<file path="src/rtl/video_frame_player.sv">
// rtl/video_frame_player.sv - stored-frame replay: video timing, memory prefetch FIFO, 4-bit RGB out
// Fetches one 32-bit word per request into a small FIFO and pops one word per active pixel.
module video_frame_player #(
    parameter int H_ACTIVE = 256,
    parameter int H_TOTAL  = 384,
    parameter int V_ACTIVE = 224,
    parameter int V_TOTAL  = 264,
    parameter int AW       = 24,
    parameter int FIFO_AW  = 3
) (
    input  logic          clk,
    input  logic          rst,
    input  logic          pxl_cen,
    input  logic          enable,
    input  logic [AW-1:0] base_addr,
    output logic [AW-1:0] mem_addr,
    output logic          mem_rd,
    input  logic [31:0]   mem_data,
    input  logic          mem_ok,
    output logic          pxl_hb,
    output logic          pxl_vb,
    output logic [3:0]    red,
    output logic [3:0]    green,
    output logic [3:0]    blue,
    output logic [31:0]   frame_cnt,
    output logic          underrun
);
    localparam int DEPTH  = 2 ** FIFO_AW;
    localparam int PIXELS = H_ACTIVE * V_ACTIVE;
    localparam int HW     = $clog2(H_TOTAL);
    localparam int VW     = $clog2(V_TOTAL);
    localparam int FW     = $clog2(PIXELS + 1);
    localparam int CW     = FIFO_AW + 1;

    localparam logic [HW-1:0] H_ACT_C  = HW'(H_ACTIVE);
    localparam logic [HW-1:0] H_LAST_C = HW'(H_TOTAL - 1);
    localparam logic [VW-1:0] V_ACT_C  = VW'(V_ACTIVE);
    localparam logic [VW-1:0] V_LAST_C = VW'(V_TOTAL - 1);
    localparam logic [FW-1:0] PIX_C    = FW'(PIXELS);
    localparam logic [CW-1:0] DEPTH_C  = CW'(DEPTH);

    logic [HW-1:0]      r_hcnt;
    logic [VW-1:0]      r_vcnt;
    logic               r_hb, r_vb, r_underrun;
    logic [3:0]         r_red, r_green, r_blue;
    logic [31:0]        r_frame_cnt;
    logic [AW-1:0]      r_mem_addr, r_base_q;
    logic               r_mem_rd, r_drop;
    logic [FW-1:0]      r_fetch_cnt;
    logic [31:0]        r_fifo [DEPTH];
    logic [FIFO_AW-1:0] r_wr_ptr, r_rd_ptr;
    logic [CW-1:0]      r_count;

    logic        w_active, w_flush, w_empty, w_pop, w_push, w_issue, w_hwrap, w_vwrap;
    logic [31:0] w_word;

    assign w_active = (r_hcnt < H_ACT_C) && (r_vcnt < V_ACT_C);
    assign w_flush  = pxl_cen && (r_hcnt == '0) && (r_vcnt == V_ACT_C);
    assign w_empty  = (r_count == '0);
    assign w_pop    = pxl_cen && w_active && !w_empty;
    assign w_push   = mem_ok && r_mem_rd && !r_drop && !w_flush;
    assign w_issue  = enable && !r_mem_rd && !r_drop && (r_count < DEPTH_C) && (r_fetch_cnt < PIX_C);
    assign w_hwrap  = (r_hcnt == H_LAST_C);
    assign w_vwrap  = (r_vcnt == V_LAST_C);
    assign w_word   = r_fifo[r_rd_ptr];

    always_ff @(posedge clk or posedge rst) begin
        if (rst) begin
            r_hcnt      <= '0;
            r_vcnt      <= V_ACT_C;
            r_hb        <= 1'b1;
            r_vb        <= 1'b1;
            r_red       <= '0;
            r_green     <= '0;
            r_blue      <= '0;
            r_frame_cnt <= '0;
            r_underrun  <= 1'b0;
        end else if (pxl_cen) begin
            r_hb <= (r_hcnt >= H_ACT_C);
            r_vb <= (r_vcnt >= V_ACT_C);
            if (w_pop) begin
                r_red   <= w_word[7:4];
                r_green <= w_word[15:12];
                r_blue  <= w_word[23:20];
            end else begin
                r_red   <= '0;
                r_green <= '0;
                r_blue  <= '0;
            end
            if (w_active && w_empty) begin
                r_underrun <= 1'b1;
            end
            if (w_hwrap) begin
                r_hcnt <= '0;
                if (w_vwrap) begin
                    r_vcnt      <= '0;
                    r_frame_cnt <= r_frame_cnt + 32'd1;
                end else begin
                    r_vcnt <= r_vcnt + VW'(1);
                end
            end else begin
                r_hcnt <= r_hcnt + HW'(1);
            end
        end
    end

    // A request caught by the flush stays on the bus until mem_ok; the new base waits in r_base_q.
    always_ff @(posedge clk or posedge rst) begin
        if (rst) begin
            r_mem_addr  <= '0;
            r_base_q    <= '0;
            r_mem_rd    <= 1'b0;
            r_drop      <= 1'b0;
            r_fetch_cnt <= '0;
        end else if (w_flush) begin
            r_fetch_cnt <= '0;
            if (r_mem_rd && !mem_ok) begin
                r_drop   <= 1'b1;
                r_base_q <= base_addr;
            end else begin
                r_mem_addr <= base_addr;
                r_mem_rd   <= w_issue;
            end
        end else if (mem_ok && r_mem_rd) begin
            r_mem_rd <= 1'b0;
            if (r_drop) begin
                r_drop     <= 1'b0;
                r_mem_addr <= r_base_q;
            end else begin
                r_mem_addr  <= r_mem_addr + AW'(1);
                r_fetch_cnt <= r_fetch_cnt + FW'(1);
            end
        end else if (w_issue) begin
            r_mem_rd <= 1'b1;
        end
    end

    always_ff @(posedge clk or posedge rst) begin
        if (rst) begin
            r_wr_ptr <= '0;
            r_rd_ptr <= '0;
            r_count  <= '0;
        end else if (w_flush) begin
            r_wr_ptr <= '0;
            r_rd_ptr <= '0;
            r_count  <= '0;
        end else begin
            if (w_push) r_wr_ptr <= r_wr_ptr + FIFO_AW'(1);
            if (w_pop)  r_rd_ptr <= r_rd_ptr + FIFO_AW'(1);
            case ({w_push, w_pop})
                2'b10:   r_count <= r_count + CW'(1);
                2'b01:   r_count <= r_count - CW'(1);
                default: r_count <= r_count;
            endcase
        end
    end

    always_ff @(posedge clk) begin
        if (w_push) r_fifo[r_wr_ptr] <= mem_data;
    end

    assign mem_addr  = r_mem_addr;
    assign mem_rd    = r_mem_rd;
    assign pxl_hb    = r_hb;
    assign pxl_vb    = r_vb;
    assign red       = r_red;
    assign green     = r_green;
    assign blue      = r_blue;
    assign frame_cnt = r_frame_cnt;
    assign underrun  = r_underrun;
endmodule

</file>
<file path="config.mk">
export PLATFORM = sky130hd
export DESIGN_NAME = video_frame_player
export DESIGN_NICKNAME = d
export VERILOG_FILES = /design/src/rtl/video_frame_player.sv
export SDC_FILE = /design/constraint.sdc
export NUM_CORES = 1
export LEC_CHECK = 0
export BUFFER_PORTS_ARGS = -buffer_cell sky130_fd_sc_hd__buf_2
export CORE_ASPECT_RATIO = 0.9
export CORE_MARGIN = 3
export CORE_UTILIZATION = 60
export DETAILED_ROUTE_END_ITERATION = 10
export GPL_ROUTABILITY_DRIVEN = 0
export PLACE_DENSITY_LB_ADDON = 0.08
export SYNTH_ARGS = -nofsm -noshare
export SYNTH_HDL_FRONTEND = slang
export SYNTH_SLANG_ARGS = --single-unit
</file>
<file path="constraint.sdc">
create_clock -name clk -period 13 [get_ports clk]
set_input_delay 3.25 -clock clk [delete_from_list [all_inputs] [get_ports clk]]
set_output_delay 3.25 -clock clk [all_outputs]
set_load 0.01 [all_outputs]
</file>
==> metrics.txt, run 1 <==
Vias/cell=6.17; Slew Limit Fails=0; Warnings, synthesis=0; pwr dens=162 mW/mm^2; n_diodes=0; critical path data arrival time=6180 ps; LEAKAGE=5.13 nW; CTS Buffer Depth=3; # setup viols final=0; Setup crit end=r_base_q[17]$_DFFE_PP0P_; Placement Cell Area=0.0116 sq mm; ys flop type=dfrtp_1; GR Overflow Total=0; final core utilization=72.1%; fin nets=1047; CTS resizes=0; DRT Wirelength=24.3 mm; hpwl dp=15.5 mm; vias in the first global route=7680; Cell variety after synth=62; Final Skew=19.3 ps; Slew HR=22.1%; Avg Cell Area, Syn=12.4 sq um; largest net degree at the start of global routing=81; Setup Buffers After CTS=0; 1st-iter DRT viols=612; WL per Instance=19.8 um; GRT Max-Usage Layer=met2; R2R depth=6; sequential share of the synthesized area=59.5%; FMAX=0.173 GHz; Fillers=1155; FP Rows=45; CP startpoint=pxl_cen; cell with the most instances after synthesis=dfrtp_1; Die W=147 um; Antenna Violating Nets Remaining=0; Post-synth ARST share=59.5%; initial antenna violation count=0; Num CTS Buffers=24; dominant cells by area after synthesis=dfrtp_1, edfxtp_1, mux4_2; worst r2r dst=r_base_q[17]$_DFFE_PP0P_; post-route cell area=0.0124 sq mm; Initial Utilization=62.6%; hold_buf cts=0; R2R Setup Slk=9930 ps; setup TNS=0 ps; Clock Sink Count=237; met3 usage=4.25%; num ports=133; htree depth=1; Sequential Area=0.00642 sq mm; area delta synth->final=15.3%; final worst-path cycle share=44.4%; largest area contributor in the netlist=dfrtp_1; die footprint=0.0196 sq mm; #FFs+latches synth=237; CTS tree=done; Max Fanout on Critical Path=25; CTS root buf=clkbuf_16; Worst-Skew Late Latency=520 ps; worst slew pin tran=1170 ps; layout cells sized above 1=23.4%; met1 usage=34.3%; via count=7568; max-cap viol count=0; worst r2r src=r_hcnt[2]$_DFFE_PP0P_; iteration count of the initial detailed-routing pass=5; CP Capture Type=register; Mapped Cells=868; first-pass GRT wire length=39.6 mm; status=finished, final reports clean; startpoint types=input pin; clock period minus final worst setup slack=5770 ps; EDFF count, synth=96; cell area after synthesis=0.0108 sq mm; CORE AREA=0.0172 sq mm; Worst EP required=13410 ps; post-synth top area share=31.6%; clock slew at reported path FFs=60 ps; RSZ-0062 raised after global routing=no; Net Count, Synth=940; peak supply drop=0.000118 V; number of port buffers=112; worst hold path type=register to register; Post-synth top cells=dfrtp_1, edfxtp_1, nor2_1, nand2_1, xnor2_1; min-delay src=frame_cnt[31]$_DFFE_PP0P_; All-Layer GR Usage=24.8%; Final Hold Viols=0; die height=133 um; multi-input logic area=0.00411 sq mm; critical path type=input pin to register; met2 usage=41.0%; number of remaining DRC errors=0
cell usage in the layout, fill, tap and decap left out, types with 4 or more instances in the layout:
master,synthesis,final
clkbuf_1,32,6
nand3_1,38,38
xnor2_1,46,46
and2_1,7,7
buf_4,0,12
nor2_1,64,63
mux2_2,26,26
a31oi_1,9,9
o211ai_1,9,9
nor4_1,13,12
mux4_2,24,24
o21ai_0,23,23
nor3b_1,4,4
dfrtp_1,136,136
ha_1,11,11
edfxtp_1,96,96
buf_2,6,112
nand4_1,34,34
or3_1,7,7
nand2_1,49,49
mux2i_1,17,17
o22ai_1,15,15
a211oi_1,5,5
clkbuf_16,0,24
nor3_1,16,16
a21oi_1,31,30
xor2_1,29,29
and3_1,10,10
nand2b_1,12,12
inv_1,34,33
and4_1,6,6
bufinv_16,0,4
dfstp_2,5,5
how the worst min path moves through the flow:
stage                                endpoint  slack (ps)  cells past startpoint
floorplan            r_base_q[10]$_DFFE_PP0P_         470                      1
global placement    frame_cnt[31]$_DFFE_PP0P_         450                      1
detailed placement  frame_cnt[31]$_DFFE_PP0P_         460                      1
CTS                 frame_cnt[31]$_DFFE_PP0P_         470                      1
global route        frame_cnt[31]$_DFFE_PP0P_         490                      1
finish              frame_cnt[31]$_DFFE_PP0P_         460                      1
logic make-up after synthesis:
kind of cell,synth area share [%]
simple gates,14.0
buf+inv,2.82
flops,59.5
mux,9.31
xor+xnor,6.09
compound gates,6.96
fa+ha+maj,1.28
stage by stage:
stage	std cells	total power, mW	hold slack, ps	setup WS [ps]
finish	1226	2.01	461	7230
global route	1226	2.10	493	7080
CTS	1226	2.02	467	7300
detailed placement	1184	1.30	456	6740
global placement	1184	1.28	451	6810
floorplan	868	1.18	472	5980
where the power goes:
group	leakage, nW	switching, mW	total, mW	internal [mW]
Clock	0.397	0.279	0.715	0.437
Combinational	2.06	0.189	0.335	0.146
Sequential	2.67	0.108	0.964	0.856
state kept, by name, indices dropped and copies added (netlist names):
name and cells:
blue 4, frame_cnt 32, green 4, mem_addr 24, mem_rd 1, pxl_hb 1, pxl_vb 1, r_base_q 24
r_count 4, r_drop 1, r_fetch_cnt 16, r_fifo 96, r_hcnt 9, r_rd_ptr 3, r_vcnt 9, r_wr_ptr 3
red 4, underrun 1
routing by layer:
metal	up-vias	part of all wire, %
met2	278	49
met5	-	0
met4	0	2.5
li1	3411	-
met3	51	6.6
met1	3828	42
critical path, cell delays in order:
cell and delay [ps]:
buf_2 450, nor3b_1 360, and4_1 310, nand3_1 730
nor2_2 300, buf_4 370, mux2_2 380
final cells by class:
cell class / instances / area share (%)
sequential: 237 / 51.6
multi-input combinational: 554 / 33.1
clock buffer: 33 / 5.35
timing repair buffer: 124 / 5.23
tap: 235 / 2.37
clock inverter: 9 / 1.27
inverter: 34 / 1.07
Power figures use the tool's default switching activity.
==> run 2: changes to the inputs <==
- CORE_UTILIZATION: 60 -> 53
- clock period: 13 -> 4.8 ns (I/O delays scaled with it)
==> run 2 against run 1 <==
Die area rose by 13%. Combinational power rose to 2.7 times the previous value. Final area rose by 0.59%. Sequential share of layout area fell by 0.30 points. Flip-flop and latch count did not move. Critical path depth rose by 2. Utilization fell by 8.3 points. Count of clock-buffer cells in the layout did not move. Highest routed layer unchanged.
==> metrics.txt, run 2 (synthesis gave the netlist of run 1 again) <==
Slew HR=13.5% (-8.6 points); Die W=156 um (+6.1%); Max Fanout on Critical Path=25 (unchanged); vias in the first global route=7533 (-1.9%); CP Capture Type=register; CTS Buffer Depth=3 (unchanged); CTS resizes=0 (unchanged); setup ws final=1390 ps (-5840 ps); die footprint=0.0221 sq mm (+13%); CORE AREA=0.0196 sq mm (+14%); critical path data arrival time=3790 ps (-2390 ps); Final Skew=24.0 ps (+4.68 ps); num ports=133 (unchanged); CP startpoint=pxl_cen; # setup viols final=0 (unchanged); commonest non-fill, non-tap cell in the layout=dfrtp_1; Min Hold Slack=455 ps (-5.16 ps); most frequent cells in the layout=dfrtp_1, buf_2, edfxtp_1, nor2_1, nand2_1; worst slew pin tran=1300 ps (+129 ps); Final Hold Viols=0 (unchanged); hpwl dp=15.8 mm (+1.9%); CP max stage cell=or4_1; final worst-path cycle share=71.0%; Vias/cell=5.96 (-3.5%); number of port buffers=112 (unchanged); iteration count of the initial detailed-routing pass=7 (+2); max-cap viol count=0 (unchanged); htree depth=1 (unchanged); Num CTS Buffers=24 (unchanged); clock slew at reported path FFs=60 ps (about the same); Fillers=1474 (+28%); critical path type=input pin to register; Slew Limit Fails=0 (unchanged); startpoint types=input pin; worst r2r src=r_drop$_DFFE_PP0P_; Antenna Violating Nets Remaining=0 (unchanged); largest net degree at the start of global routing=142 (+75%); R2R Setup Slk=1840 ps (-8090 ps); Initial Utilization=55.1% (-7.5 points); FP Rows=48 (+6.7%); CTS tree=done; Worst EP required=5180 ps (-8230 ps); first-pass GRT wire length=39.9 mm (+0.82%); max FFs per register=96 (unchanged); setup TNS=0 ps (unchanged); worst hold path type=register to register; min-delay src=underrun$_DFFE_PP0P_; Worst-Skew Late Latency=520 ps (about the same); WL per Instance=19.7 um (-0.44%); CTS root buf=clkbuf_16; All-Layer GR Usage=22.4% (-2.4 points); via count=7425 (-1.9%); Clock Sink Count=237 (unchanged); Top reg by flops=r_fifo; clock period minus final worst setup slack=3410 ps; LEAKAGE=5.15 nW (+0.31%); initial antenna violation count=1 (+1); peak supply drop=0.000310 V (+160%); hold_buf cts=0 (unchanged); DRT Wirelength=24.6 mm (+1.2%); worst path cell trace=buf_2 -> or3b_1 -> or4_1 -> inv_1 -> ha_1 -> o21a_1 -> o32a_1 -> xor2_1 -> nor2_1; pre-CTS setup slack=925 ps (-5820 ps); number of remaining DRC errors=0 (unchanged); layout cells sized above 1=23.5% (+0.11 points); Pwr Total=5.51 mW (+170%); Setup Buffers After CTS=0 (unchanged); RSZ-0062 raised after global routing=no; area delta synth->final=16.0%; 1st-iter DRT viols=451 (-26%); FMAX=0.293 GHz; slowest cell delay on critical path=620 ps (-110 ps); pwr dens=441 mW/mm^2 (+170%); die height=141 um (+6.1%); fin nets=1049 (+0.19%); GR Overflow Total=0 (unchanged); status=finished, final reports clean
run 2: critical path, delay by kind of cell:
kind,cells,cell delay [ps]
XOR/XNOR,1,150
AO/OA/AOI/OAI,2,430
buffers and inverters,2,570
adder cells (fa/ha/maj),1,270
AND/OR/NAND/NOR,3,1160
run 2: final timing paths:
check / cells after the start / endpoint
setup / recovery: 9 / r_count[3]$_DFFE_PP0P_
hold / removal: 1 / underrun$_DFFE_PP0P_
setup reg to reg: 9 / r_count[3]$_DFFE_PP0P_
hold reg to reg: 1 / underrun$_DFFE_PP0P_
max in group asynchronous: 3 / frame_cnt[4]$_DFFE_PP0P_
min in group asynchronous: 3 / r_vcnt[8]$_DFFE_PP0P_
run 2: final cells by class:
cell class	count	area [sq um]	area share [%]
flip-flops and latches	237	6420	51.3
multi-input cells	554	4110	32.9
repair buffers	126	678	5.42
clock buffers	33	654	5.23
well taps	250	313	2.50
clock inverters	11	194	1.55
inverters	34	131	1.05
diodes	1	2.50	0.0200
run 2: metrics by stage:
stage               util (%)  instances  cell area (sq um)
detailed placement      59.5       1201              11700
floorplan                  -        868              10800
global route            63.9       1246              12500
CTS                     63.8       1245              12500
global placement        59.5       1201              11700
finish                  63.9       1246              12500
run 2: layer usage:
layer / track usage (%) / part of all wire (%) / up-vias
met5: 0 / 0 / -
met4: 6.17 / 2.0 / 0
met3: 3.57 / 6.3 / 42
met2: 35.6 / 48 / 241
met1: 32.5 / 44 / 3712
li1: - / - / 3430
run 2: report_power, final:
group | leakage (nW) | total (mW) | internal [mW] | switching, mW
clock network | 0.403 | 2.00 | 1.23 | 0.775
registers | 2.67 | 2.61 | 2.32 | 0.289
logic | 2.07 | 0.904 | 0.393 | 0.511
total | 5.15 | 5.51 | 3.94 | 1.58
==> run 3: changes to the inputs <==
- CORE_UTILIZATION: 53 -> 58
- clock period: 4.8 -> 3.3 ns (I/O delays scaled with it)
==> run 3 against run 2 <==
Clock power grew 42%. Final cell count up 0.56%. Critical endpoint is now mem_addr[22]$_DFFE_PP0P_. Via count increased by 0.82%. Setup slack lost 800 ps. First-iteration DRC count grew 31%. Clock skew fell by 13 ps. Largest cell class unchanged. Utilization is 6.5 points higher. Die area is 8.3% lower. Sequential share of layout area decreased by 0.38 points. Flip-flop and latch count unchanged. Sequential power is 45% higher.
==> metrics.txt, run 3 (synthesis gave the netlist of run 1 again) <==
final worst-path cycle share=82.0%; RSZ-0062 raised after global routing=no; first-pass GRT wire length=39.3 mm (-1.6%); Slew HR=38.8% (+25 points); Num CTS Buffers=25 (+4.2%); critical path type=register to register; hold_buf cts=0 (unchanged); startpoint types=register; Die W=150 um (-4.2%); worst r2r dst=mem_addr[22]$_DFFE_PP0P_; largest net degree at the start of global routing=142 (unchanged); Top reg by flops=r_fifo; CTS tree=done; CP Capture Type=register; peak supply drop=0.000517 V (+67%); Worst EP required=3730 ps (-1450 ps); die footprint=0.0203 sq mm (-8.3%); 1st-iter DRT viols=589 (+31%); number of port buffers=112 (unchanged); Vias/cell=5.97 (+0.26%); setup TNS=0 ps (unchanged); clock period minus final worst setup slack=2710 ps; R2R depth=6 (-3); via count=7486 (+0.82%); Pwr Total=7.96 mW (+44%); critical path data arrival time=3140 ps (-650 ps); clock slew at reported path FFs=60 ps (about the same); worst r2r src=mem_addr[0]$_DFFE_PP0P_; R2R Setup Slk=590 ps (-1250 ps); worst slew pin tran=911 ps (-386 ps); GR Overflow Total=0 (unchanged); iteration count of the initial detailed-routing pass=5 (-2); Initial Utilization=60.2% (+5.2 points); max-cap viol count=0 (unchanged); Final Hold Viols=0 (unchanged); FP Rows=46 (-4.2%); num ports=133 (unchanged); Worst-Skew Late Latency=530 ps (about the same); Max Fanout on Critical Path=8 (-68%); FMAX=0.369 GHz; vias in the first global route=7511 (-0.29%); All-Layer GR Usage=24.3% (+1.9 points); placed cells=1206 (+0.42%); Slew Limit Fails=0 (unchanged); Antenna Violating Nets Remaining=0 (unchanged); Setup Buffers After CTS=0 (unchanged); CTS Buffer Depth=3 (unchanged); fin nets=1065 (+1.5%); LEAKAGE=5.23 nW (+1.6%); Clock Sink Count=237 (unchanged); non-filler instance count after layout=1253 (+0.56%); number of remaining DRC errors=0 (unchanged); pre-CTS setup slack=250 ps (-676 ps); CTS resizes=0 (unchanged); pwr dens=632 mW/mm^2 (+43%); DRT Wirelength=24.3 mm (-0.90%); # setup viols final=0 (unchanged); hpwl dp=16.1 mm (+1.6%); initial antenna violation count=1 (unchanged); area delta synth->final=16.8%; CTS root buf=clkbuf_16; worst hold path type=input pin to asynchronous set/reset pin; most frequent cells in the layout=dfrtp_1, buf_2, edfxtp_1, nor2_1, nand2_1; status=finished, final reports clean; htree depth=1 (unchanged); layout cells sized above 1=25.2% (+1.7 points); die height=135 um (-4.2%); Final Skew=10.8 ps (-13.3 ps); WL per Instance=19.4 um (-1.4%); setup ws final=593 ps (-799 ps); max FFs per register=96 (unchanged); Fillers=1291 (-12%); CORE AREA=0.0179 sq mm (-8.6%); commonest non-fill, non-tap cell in the layout=dfrtp_1
==> run 3: area by class of cell <==
type / count / area (sq um) / share of cell area (%)
antenna: 1 / 2.50 / 0.0199
clock buffer: 31 / 668 / 5.30
clock inverter: 15 / 176 / 1.40
inverter: 34 / 131 / 1.04
multi-input combinational: 554 / 4110 / 32.6
sequential: 237 / 6420 / 50.9
tap: 240 / 300 / 2.38
timing repair buffer: 141 / 791 / 6.28
==> run 3: layer usage <==
metal,part of all wire [%],wire length (um),vias to the layer above,track usage (%)
met2,50,12100,247,40.5
met1,42,10200,3745,34.4
li1,-,-,3461,-
met4,1.8,449,0,5.54
met5,0,0,-,0
met3,6.1,1500,33,3.55
==> run 3: worst max-delay path by stage <==
stage	startpoint	end	slack [ps]	depth (start not counted)
6_report	mem_addr[0]$_DFFE_PP0P_	mem_addr[22]$_DFFE_PP0P_	590	6
3_3_place_gp	pxl_cen	r_base_q[8]$_DFFE_PP0P_	320	8
5_1_grt	mem_addr[0]$_DFFE_PP0P_	mem_addr[22]$_DFFE_PP0P_	430	6
2_1_floorplan	mem_ok	r_fifo[1][12]$_DFFE_PP_	-120	4
3_5_place_dp	pxl_cen	r_base_q[4]$_DFFE_PP0P_	250	8
4_1_cts	mem_addr[0]$_DFFE_PP0P_	mem_addr[22]$_DFFE_PP0P_	640	6
==> run 3: report_power, final <==
part           internal [mW]  leakage [nW]  switching (mW)
Combinational          0.598          2.15           0.739
Clock                   1.69         0.411            1.14
Sequential              3.37          2.67           0.424
==> run 3: worst max-delay path: stages (launching register included) <==
cell      delay, ps
dfrtp_1         490
ha_1            270
nand4_1         290
nor4_2          890
nand3_1         210
xor2_1          200
a211oi_1        250
==> run 3: through the flow <==
step / area [sq um] / util [%] / hold WS (ps)
6_report: 12600 / 70.4 / 463
3_3_place_gp: 11700 / 65.6 / 439
3_5_place_dp: 11700 / 65.6 / 450
4_1_cts: 12600 / 70.4 / 480
2_1_floorplan: 10800 / - / 472
5_1_grt: 12600 / 70.4 / 491
